File: config.mk
export PLATFORM = sky130hd
export DESIGN_NAME = tshift_seq
export DESIGN_NICKNAME = d
export VERILOG_FILES = /design/src/rtl/tshift_seq.sv
export SDC_FILE = /design/constraint.sdc
export NUM_CORES = 1
export LEC_CHECK = 0
export ABC_AREA = 1
export CAP_MARGIN = 10
export CORE_ASPECT_RATIO = 0.5
export CORE_MARGIN = 2
export CORE_UTILIZATION = 40
export CTS_CLUSTER_SIZE = 12
export DETAILED_ROUTE_END_ITERATION = 12
export GPL_TIMING_DRIVEN = 0
export PLACE_DENSITY = 0.67
export SYNTH_ARGS = -nofsm -noshare
export SYNTH_HDL_FRONTEND = slang
export SYNTH_SLANG_ARGS = --single-unit
File: constraint.sdc
create_clock -name clock -period 3.6 [get_ports clock]
set_clock_uncertainty 0.15 [all_clocks]
set_input_delay 0.36 -clock clock [delete_from_list [all_inputs] [get_ports clock]]
set_output_delay 0.36 -clock clock [all_outputs]
set_load 0.1 [all_outputs]
File: src/rtl/tshift_seq.sv
// tshift_seq: sequencer for the CAN transmit shift register.
// Computes frame length and steps load/shift/activ once per bit time.
module tshift_seq #(
  parameter int CNTW = 7
) (
  input  logic            clock,
  input  logic            reset,
  input  logic            start,
  input  logic            extended,
  input  logic [3:0]      dlc,
  input  logic            rtr,
  input  logic            bittick,
  input  logic            stuffed,
  input  logic            abort,
  output logic            sft_load,
  output logic            sft_shift,
  output logic            sft_activ,
  output logic            sft_reset,
  output logic            busy,
  output logic            done,
  output logic [CNTW-1:0] bitcnt
);

  typedef enum logic [2:0] {
    IDLE,
    LOAD,
    GAP,
    SEND,
    SHIFT
  } state_t;

  state_t           state_q, state_d;
  logic [CNTW-1:0]  len_q, len_d;
  logic [CNTW-1:0]  cnt_d, cnt_inc, len_calc;
  logic             pend_q, pend_d;
  logic             pstf_q, pstf_d;
  logic             load_d, shift_d, activ_d;
  logic             rst_d, busy_d, done_d;
  logic             tick_v, stf_v;
  logic [3:0]       nbytes;

  // Frame length from format, DLC and RTR; DLC above 8 clamps to 8 bytes.
  always_comb begin
    nbytes = 4'd0;
    if (!rtr)
      nbytes = (dlc > 4'd8) ? 4'd8 : dlc;
    len_calc = (extended ? CNTW'(39) : CNTW'(19))
             + CNTW'({nbytes, 3'b000});
  end

  assign cnt_inc = bitcnt + CNTW'(1);
  assign tick_v  = pend_q | bittick;
  assign stf_v   = pend_q ? pstf_q : stuffed;

  // Next state and next registered outputs; abort overrides everything.
  always_comb begin
    state_d = state_q;
    len_d   = len_q;
    cnt_d   = bitcnt;
    pend_d  = pend_q;
    pstf_d  = pstf_q;
    load_d  = 1'b0;
    shift_d = 1'b0;
    done_d  = 1'b0;
    rst_d   = 1'b1;
    busy_d  = busy;
    unique case (state_q)
      IDLE: begin
        if (start) begin
          len_d   = len_calc;
          cnt_d   = '0;
          load_d  = 1'b1;
          busy_d  = 1'b1;
          state_d = LOAD;
        end
      end
      LOAD, GAP, SHIFT: begin
        state_d = (state_q == GAP) ? SEND : GAP;
        if (bittick && !pend_q) begin
          pend_d = 1'b1;
          pstf_d = stuffed;
        end
      end
      SEND: begin
        if (tick_v) begin
          pend_d = 1'b0;
          if (!stf_v) begin
            cnt_d = cnt_inc;
            if (cnt_inc == len_q) begin
              done_d  = 1'b1;
              busy_d  = 1'b0;
              state_d = IDLE;
            end else begin
              shift_d = 1'b1;
              state_d = SHIFT;
            end
          end
        end
      end
      default: state_d = IDLE;
    endcase
    if (abort && (state_q != IDLE || start)) begin
      state_d = IDLE;
      len_d   = len_q;
      cnt_d   = bitcnt;
      load_d  = 1'b0;
      shift_d = 1'b0;
      done_d  = 1'b0;
      pend_d  = 1'b0;
      rst_d   = 1'b0;
      busy_d  = 1'b0;
    end
    activ_d = load_d | shift_d;
  end

  // State and output registers with synchronous active-low reset.
  always_ff @(posedge clock) begin
    if (!reset) begin
      state_q   <= IDLE;
      len_q     <= '0;
      bitcnt    <= '0;
      pend_q    <= 1'b0;
      pstf_q    <= 1'b0;
      sft_load  <= 1'b0;
      sft_shift <= 1'b0;
      sft_activ <= 1'b0;
      sft_reset <= 1'b0;
      busy      <= 1'b0;
      done      <= 1'b0;
    end else begin
      state_q   <= state_d;
      len_q     <= len_d;
      bitcnt    <= cnt_d;
      pend_q    <= pend_d;
      pstf_q    <= pstf_d;
      sft_load  <= load_d;
      sft_shift <= shift_d;
      sft_activ <= activ_d;
      sft_reset <= rst_d;
      busy      <= busy_d;
      done      <= done_d;
    end
  end

endmodule

=== Yosys cells after proc, flatten, opt, wreduce, memory -nomap -nowiden ===
Index checks and enable logic that the tools add are counted.

* Register bits after elaboration: 25
* Input port bits: 12
* Output and inout port bits: 13

* Add/sub/neg operators: 2
* Magnitude comparators: 1
* Equality and inequality tests: 10
* Mux-type cells: 32
* Bitwise logic cells: 6
* Reduce and logical (&&, ||, !) cells: 17

{| class="wikitable"
|+ Operator list
! cell !! count
|-
| 7-bit 2-to-1 mux || 3
|-
| 1-bit 2-to-1 mux || 18
|-
| 7-bit case mux with 2 select lines || 1
|-
| 3-bit 2-to-1 mux || 4
|-
| 2-bit != test (second input constant) || 5
|-
| 5-bit AND reduction || 2
|-
| 3-bit case mux with 3 select lines || 1
|-
| 3-bit AND reduction || 3
|-
| 4-bit 2-to-1 mux || 2
|-
| 6-bit by 7-bit adder with 7-bit output || 1
|-
| 7-bit by 1-bit adder with 7-bit output (second input constant) || 1
|-
| 7-bit equality test || 1
|-
| 3-bit by 2-bit equality test with 1-bit output (second input constant) || 2
|-
| 6-bit 2-to-1 mux || 1
|-
| 5-bit OR reduction || 1
|-
| 4-bit greater-than comparator (second input constant) || 1
|-
| 1-bit NOT || 4
|-
| 1-bit case mux with 2 select lines || 2
|-
| 2-bit nonzero test || 2
|-
| 3-bit by 1-bit equality test with 1-bit output (second input constant) || 1
|-
| 3-bit equality test (second input constant) || 1
|-
| 3-bit logical NOT || 1
|-
| 3-bit nonzero test || 1
|-
| 3-bit OR reduction || 1
|-
| 6 further kinds || 8
|}

=== Logic depth before layout (Yosys ltp) ===
Gate-level depths: netlist of run 1.

* Depth after elaboration: 8
* Gate-level depth with buffers: 14
* Depth with buffers taken out: 14

=== Worst setup path after synthesis of run 1 ===
Ideal clock, no wire load.

* Kind: flip-flop to flip-flop
* Start: reg bitcnt[1]
* End: reg busy
* Arrival time: 2265 ps
* Path slack: 1066 ps
* Cell stages (with the launch flop): 15
* Buffers on the path: 0
* Clock period less this slack: 2534 ps
* Cell sequence: dfxtp_1 -> ha_1 -> nand2_2 -> nor2_4 -> nand2_1 -> nand2_1 -> nand2_1 -> nand2_1 -> nand2_1 -> nor2_1 -> nand2_1 -> nand2_1 -> nand3_1 -> nand2_1 -> nor2_1

* Longest elaborated chain between the ends: 4

{| class="wikitable"
|+ Ends and longest elaborated chain
! element !! RTL line !! text
|-
| start: declaration || 21 || <nowiki>output logic [CNTW-1:0] bitcnt</nowiki>
|-
| start signal: assignment || 133 || <nowiki>bitcnt <= cnt_d;</nowiki>
|-
| 7-bit by 1-bit adder with 7-bit output || 51 || <nowiki>assign cnt_inc = bitcnt + CNTW'(1);</nowiki>
|-
| 7-bit equality test || 89 || <nowiki>if (cnt_inc == len_q) begin</nowiki>
|-
| 2-bit != test (no line) || n/a ||
|-
| 5-bit AND reduction (no line) || n/a ||
|-
| end signal: assignment || 140 || <nowiki>busy <= busy_d;</nowiki>
|-
| end: declaration || 19 || <nowiki>output logic busy,</nowiki>
|}

Every way passes these cells.
A chain may end at the register's enable or synchronous reset.

=== Worst setup path after layout of run 1 ===
* Start: reg bitcnt[2]
* End: out bitcnt[2]

No word-level cell between the ends.

==> flow_results.org, run 1 <==
** Detailed routing
- The count of nets left with antenna violations once routing finished came out at 0.
- The first TritonRoute pass finished after 4 iterations.
- Using the TritonRoute via totals, the vias-per-cell ratio works out to 4.77.
- Final routed DRC violation total :: 0
- Routed vias :: ~1200
- Aggregate routed wire length :: roughly 2600 um
- After detailed routing, the average wire length per cell comes to 10.9 um.
- Iteration-0 DRC count of the detailed router :: 27

** Setup path
- Arr. time, crit path :: about 1.9 ns
- At the worst endpoint, the required time is 3.09 ns.
- In this run the worst setup path terminates at bitcnt[2].
- WP depth :: 1
- The worst setup path is of the register to output port kind.
- The most critical setup path has its startpoint at bitcnt[2].
- Master of the slowest instance on the critical path :: clkdlybuf4s50_1
- Walking the worst path, the cells encountered are clkdlybuf4s50_1.
- CP Launch Type :: register
- Family with the most delay on the worst path :: buffers and inverters
- The worst setup path is captured at an output port.
- RR Endpoint :: busy
- Critical path buffer and inverter count :: 1
- Biggest fanout along the worst timing path :: 7
- For this run, the slowest stage of the critical path takes 1.19 ns.
- Worst R2R Path Depth :: 12
- In this run the register-to-register setup slack is 1.58 ns.
- Launch point of the worst reg-to-reg path :: bitcnt[0]

** Layout
- Final layout net count :: 218
- Area growth from synthesis to layout :: 27.2%
- Of the cells placed in the final design, the portion with a size suffix greater than 1 is 0.104.
- Number of fillers in the final layout :: 306
- Post-route cell area :: approximately 0.0016 sq mm
- Measured on the finished design, the core utilization comes to 0.535.
- The number of antenna diodes in the final layout is 0.
- The finished layout holds 242 standard cells, fillers aside.

** Logic synthesis
- Nets in the synthesized netlist :: 189
- Post-synth design cell area :: 0.00127 sq mm
- Yosys top cell area share :: 0.379
- Yosys mapped the design onto 28 distinct sky130hd cell types.
- The commonest cells after synthesis are 34 x nand2_1, 27 x inv_1, 24 x dfxtp_1.
- The synthesized design spends more area on one cell type than any other, namely dfxtp_1.
- Primary FF master, synth :: dfxtp_1
- After synthesis, the cell types taking the most area are dfxtp_1 38%, nand2_1 10%, inv_1 8.0%, a21oi_1 5.5%, nor2_1 5.3%.
- Count leader, synth :: nand2_1
- The cell count after synthesis came out at approximately 170.
- Number of synthesized flops with an enable pin :: 0
- Mean post-synth cell area :: 7.28 sq um
- Number of warnings reported in the yosys synthesis log :: 0
- Synthesis inferred 24 register bits.
- Sequential cell area fraction in the yosys report :: 0.379
- Fraction of synthesis flops using an asynchronous set or reset pin :: 0

** Placed design
- Area after DPL :: about 0.0016 sq mm
- HPWL Detailed :: 2090 um
- Post-placement cell count :: 238
- At the placement stage, the worst setup path has a slack of 1.19 ns.
- Input and output buffers added on the ports amount to 24.
- Gp weighted congestion :: 0.811

** Global routing
- Overall global routing resource usage :: 0.160
- Initial antenna violation count :: 0
- Total grt overflow :: 0
- The number of global-route vias before repair was 1053.
- Global-route wire length before repair :: 4650 um
- Maximum number of pins on one net before global-route repair :: 14

** Timing
- Headroom to the max-slew limit :: 0.344
- RSZ-0062 raised after global routing :: false
- For the pin with the worst max-slew slack, the measured transition is 0.981 ns.
- The final count of hold timing violations is 0.
- Post-route worst hold slack :: 0.319 ns
- Ratio of final minimum period to clock period :: 0.676
- For the finished layout, the period the worst path requires is roughly 2.4 ns.
- Total setup violations reported at the end of the flow :: 0
- Final count of pins violating max slew :: 0
- Setup_tns :: 0 ns
- The worst path meets setup with 1.17 ns of slack.
- Max Freq :: a little over 400 MHz

** Min path
- Counting instances, the worst hold path has a depth of 2.
- The path class of the tightest hold or removal check is register to register.

** Clocking
- Clock-pin slew was measured on the worst setup and hold paths at 0.09 ns.
- The clock reaches the later pin of the worst-skew pair after 0.27 ns.
- # Post-CTS Setup Buffers :: 0
- Max Root-Sink Buffers :: 2
- Cell chosen for the clock root :: clkbuf_8
- TritonCTS built the clock tree.
- In this run the number of H-tree levels came out at 1.
- After clock tree synthesis, the repair step resized 0 gates.
- CTS saw 24 sinks.
- The number of hold buffers added after CTS was 0.
- Buffers inserted during clock tree synthesis total 3.

** Power and ir drop
- Worst vdd ir :: 0.000203 V
- Total power after layout :: 0.684 mW
- The analysis attributes to cell leakage a power of 0.687 nW.
- For this design the ratio of total power to cell area is 424 mW/mm^2.

** Die
- Chip Width :: ~84 um
- Floorplan core area :: 0.00301 sq mm
- Pin placement for this block handled 25 I/O pins.
- The die is 43.8 um tall.
- Placement Rows :: 14
- The floorplan step defined a die boundary enclosing 0.00366 sq mm.
- The initial utilization of the core area, before any placement, comes to 0.421.

** Job
- Across the run, the number of max-cap violations was 0.

** Outcome
- The run finished with clean final reports.
-- final cells by class --
| type | count | area (sq um) | share of cell area |
|---|---|---|---|
| tap | 40 | 50.0 | 0.0310 |
| clock buffer | 4 | 55.1 | 0.0341 |
| buffer | 1 | 11.3 | 0.00698 |
| multi-input combinational | 117 | 656 | 0.407 |
| sequential | 24 | 480 | 0.298 |
| timing repair buffer | 24 | 240 | 0.149 |
| inverter | 32 | 120 | 0.0745 |
-- state kept, by name, summed over array words and instances, names as in the netlist --
name / flops
sft_reset: 1
bitcnt: 7
pend_q: 1
sft_shift: 1
state_q: 3
pstf_q: 1
sft_activ: 1
done: 1
busy: 1
sft_load: 1
len_q: 6
-- power breakdown --
part           internal (mW)  switching, mW  leakage, nW
Combinational         0.0626          0.138        0.462
Clock                 0.0976         0.0868       0.0288
Sequential             0.284         0.0140        0.196
Total                  0.444          0.239        0.687
-- placed cells by master, fill, tap and decap left out, drive strengths merged, types with 2 or more instances in the layout --
| cell type | n |
|---|---|
| nand2 | 37 |
| inv | 31 |
| dfxtp | 24 |
| clkdlybuf4s50 | 24 |
| nor2 | 22 |
| a21oi | 14 |
| nand3 | 14 |
| o21ai | 12 |
| clkbuf | 4 |
| a211oi | 3 |
| nor3b | 2 |
| nor3 | 2 |
| o21bai | 2 |
| nand3b | 2 |
| ha | 2 |
-- worst min-delay path by stage --
stage	to	slack, ns	from
global route	pstf_q	0.34	pstf_q
detailed placement	pstf_q	0.31	pstf_q
global placement	pstf_q	0.30	pstf_q
CTS	pstf_q	0.32	pstf_q
finish	pstf_q	0.32	pstf_q
floorplan	pstf_q	0.28	pstf_q
-- kinds of logic after synthesis --
logic type | synth area share
and+or+nand+nor | 0.325
buffers and inverters | 0.104
AOI/OAI and AO/OA | 0.150
DFF | 0.379
adders and majority gates | 0.0355
xor gates and xnor gates | 0.00691
-- metal layers --
metal  global-route usage  part of all wire  routed length [um]  vias to the layer above
met4               0.0387                 0                   0                        0
met3               0.0400             0.037                  97                        0
met1                0.211              0.50                1320                      519
met2                0.269              0.46                1230                       26
li1                     -                 -                   -                      609
met5                    0                 0                   0                        -
(Power assumes the default switching activity.)
==> run 2, diff against run 1 <==
Clock period 3.6 ns to 2.4 ns, I/O delays scaled along.
==> flow_results.org, run 2 (same netlist as run 1, synthesis figures left out) <==
** Outcome
- The flow ran to the end, and the final reports show no timing, DRC or antenna violations.

** Detailed routing
- The remaining antenna violation count is 0 (unchanged).
- The average wire length per cell after detail routing is 10.9 um (-0.49%).
- The met2 wire length came to 1210 um (-1.9%).
- Final routed DRC violation total :: 0 (unchanged)
- Router iterations before antenna repair :: 4 (unchanged)
- Met1 Routed Length :: 1340 um (+1.7%)
- Vias per Instance :: 4.75 (-0.35%)
- The total detailed-routing wirelength is 2630 um (-0.49%).
- Iteration-0 DRC count of the detailed router :: 16 (-41%)
- DR top layer :: met4
- The via count was 1150 (-0.35%).
- Met3 wire length :: 69 um (-29%)

** Power and ir drop
- Cell-internal power :: 0.667 mW (+50%)
- The fraction of power consumed by combinational cells was 0.294 (about the same).
- The switching part of the total is 0.352 (+0.00170).
- Leakage power figure :: 0.688 nW (+0.13%)
- Pwr/cell area :: 637 mW/mm^2 (+50%)
- Worst vdd ir :: 0.000347 V (+71%)
- Clock network fraction of design power :: 0.271 (about the same)
- The sequential fraction of design power is 0.435 (about the same).
- The net load switching power came to 0.362 mW (+51%).

** Setup path
- Max incr delay on CP :: 1.19 ns (about the same)
- Launch point of the worst reg-to-reg path :: bitcnt[0]
- Critical path buffer and inverter count :: 1 (unchanged)
- Arr. time, crit path :: 1.93 ns (about the same)
- Among all stages on the critical path, the largest delay is contributed by clkdlybuf4s50_1.
- The worst setup path is of the register to output port kind.
- The worst reg2reg path depth came to 12 (unchanged).
- Series of cell instances along the critical path :: clkdlybuf4s50_1
- CP Launch Type :: register
- The worst-path maximum fanout came to 7 (unchanged).
- Setup crit end kind :: output port
- Broken down by cell family, the worst path's largest delay share belongs to buffers and inverters.
- RR Endpoint :: busy
- Reg2Reg Setup Slack :: 0.49 ns (-1.09 ns)
- The required time at the worst-slack endpoint came to 2.01 ns (-1.08 ns).

** Die
- Placement Rows :: 14 (unchanged)
- The area of the placeable core is 0.00301 sq mm (unchanged).
- Starting Density :: 0.421 (unchanged)
- The I/O pin count is 25 (unchanged).
- Total Die Area :: 0.00366 sq mm (unchanged)
- Chip Height :: 43.8 um (unchanged)
- The die span in x was 83.6 um (unchanged).

** Layout
- Leading registers by flop count :: bitcnt: 7 flops, len_q: 6 flops, state_q: 3 flops
- The final antenna diode count came to 0 (unchanged).
- Final layout net count :: 218 (unchanged)
- Number of fillers in the final layout :: 303 (-0.98%)
- The final standard cell count with taps included and fillers excluded is 242 (unchanged).
- Share of post-route cells with drive strength above 1 :: 0.114 (+0.00990)
- The library cells used most frequently in the layout, excluding fill and tap cells, are 34 x nand2_1, 27 x inv_1, 24 x clkdlybuf4s50_1.
- Leaving out fill and tap cells, the most frequent cell in the layout is nand2_1.
- Register with the most flip-flops :: bitcnt
- The number of flip-flops in the largest register was 7 (unchanged).
- Area growth from synthesis to layout :: 27.4%

** Min path
- The number of cells on the worst hold path came to 2 (unchanged).
- Hold Path Origin :: len_q[5]
- Worst Hold Class :: register to register
- For hold timing, the worst endpoint is len_q[5].

** Clocking
- The number of sinks driven by the clock tree is 24 (unchanged).
- Cts bufs inserted :: 3 (unchanged)
- The post-cts hold buffer count came to 0 (unchanged).
- The post-cts repair resize count came to 0 (unchanged).
- Clock latency reported for the late side of the worst-skew pair :: 0.27 ns (about the same)
- The clock input transition at the sequential cells of the worst setup and hold paths is 0.09 ns (about the same).
- Cell chosen for the clock root :: clkbuf_8
- Number of H-tree levels :: 1 (unchanged)
- TritonCTS built the clock tree.
- The post-CTS setup buffer count is 0 (unchanged).
- Max Root-Sink Buffers :: 2 (unchanged)

** Timing
- Total setup violations reported at the end of the flow :: 0 (unchanged)
- Setup repair after global routing left no endpoint under its margin.
- Hold violation total from the final report :: 0 (unchanged)
- Ratio of final minimum period to clock period :: 0.965
- Final worst path period need :: 2.32 ns
- Timing would allow up to roughly 430 MHz.
- Final setup slack of the worst path :: 0.0836 ns (-1.08 ns)
- The headroom to the max-slew limit was 0.355 (+0.0107).
- Setup_tns :: 0 ns (unchanged)
- The slew at the pin closest to its max-slew limit was 0.965 ns (-0.0160 ns).
- The total count of max-transition violations in the final report is 0 (unchanged).

** Global routing
- The wire length of the first global-routing pass is 4530 um (-2.5%).
- Total grt overflow :: 0 (unchanged)
- Overall global routing resource usage :: 0.156 (-0.00382)
- Maximum number of pins on one net before global-route repair :: 14 (unchanged)
- Number of global-route vias before repair :: 1058 (+0.47%)
- The number of antenna violations at the first check in global routing is 0 (unchanged).

** Placed design
- IO Port Bufs :: 24 (unchanged)
- The setup slack after placement was 0.158 ns (-1.03 ns).
- HPWL Detailed :: 2080 um (-0.26%)
- The cell total after placement is 238 (unchanged).
- Gp weighted congestion :: 0.797 (-1.7%)

** Job
- The number of max-capacitance violations reported came to 0 (unchanged).
run 2: cell count changes in the layout (fill, tap and decap cells not counted):
cell | before | now
dfxtp_1 | 24 | 22
dfxtp_2 | 0 | 2
run 2: power groups by stage:
stage | Combinational, mW | Clock [mW] | Sequential [mW]
6_report | 0.303 | 0.279 | 0.447
5_1_grt | 0.327 | 0.302 | 0.452
4_1_cts | 0.304 | 0.290 | 0.448
3_5_place_dp | 0.303 | 0 | 0.457
3_3_place_gp | 0.299 | 0 | 0.456
2_1_floorplan | 0.135 | 0 | 0.548
run 2: layer usage:
layer  vias up  global-route usage
met5         -                   0
met4         0              0.0290
met3         2              0.0400
met2        13               0.275
met1       519               0.199
li1        616                   -
run 2: worst max path at each step:
stage	from	endpoint	slack, ns	cells past startpoint
floorplan	bitcnt[2]	busy	0.08	13
global placement	reset	done	0.18	5
detailed placement	reset	done	0.16	5
CTS	bitcnt[2]	bitcnt[2]	0.09	1
global route	bitcnt[2]	bitcnt[2]	0.02	1
finish	bitcnt[2]	bitcnt[2]	0.08	1
run 2: final cells by class:
| type | count | area (sq um) | share of cell area |
|---|---|---|---|
| repair buffers | 24 | 240 | 0.149 |
| flip-flops and latches | 24 | 483 | 0.299 |
| well taps | 40 | 50.0 | 0.0310 |
| plain buffers | 1 | 11.3 | 0.00697 |
| inverters | 32 | 120 | 0.0744 |
| multi-input cells | 117 | 656 | 0.406 |
| clock buffers | 4 | 55.1 | 0.0341 |
run 2: metrics by stage:
step / utilization / total power [mW] / instance area, sq um / hold WS (ns)
floorplan: - / 0.683 / 1270 / 0.226
global placement: 0.518 / 0.755 / 1560 / 0.298
detailed placement: 0.518 / 0.761 / 1560 / 0.319
CTS: 0.536 / 1.04 / 1620 / 0.332
global route: 0.536 / 1.08 / 1620 / 0.349
finish: 0.536 / 1.03 / 1620 / 0.328
==> run 3, diff against run 2 <==
Settings changed: MAX_ROUTING_LAYER set to met4.
==> results of run 3 <==
No change in the layout: final DEF, timing and power equal those of run 2.
Among the figures that moved: final weighted congestion in routability-driven placement 0.797 -> 0.808; overall routing resource usage 0.156 -> 0.161
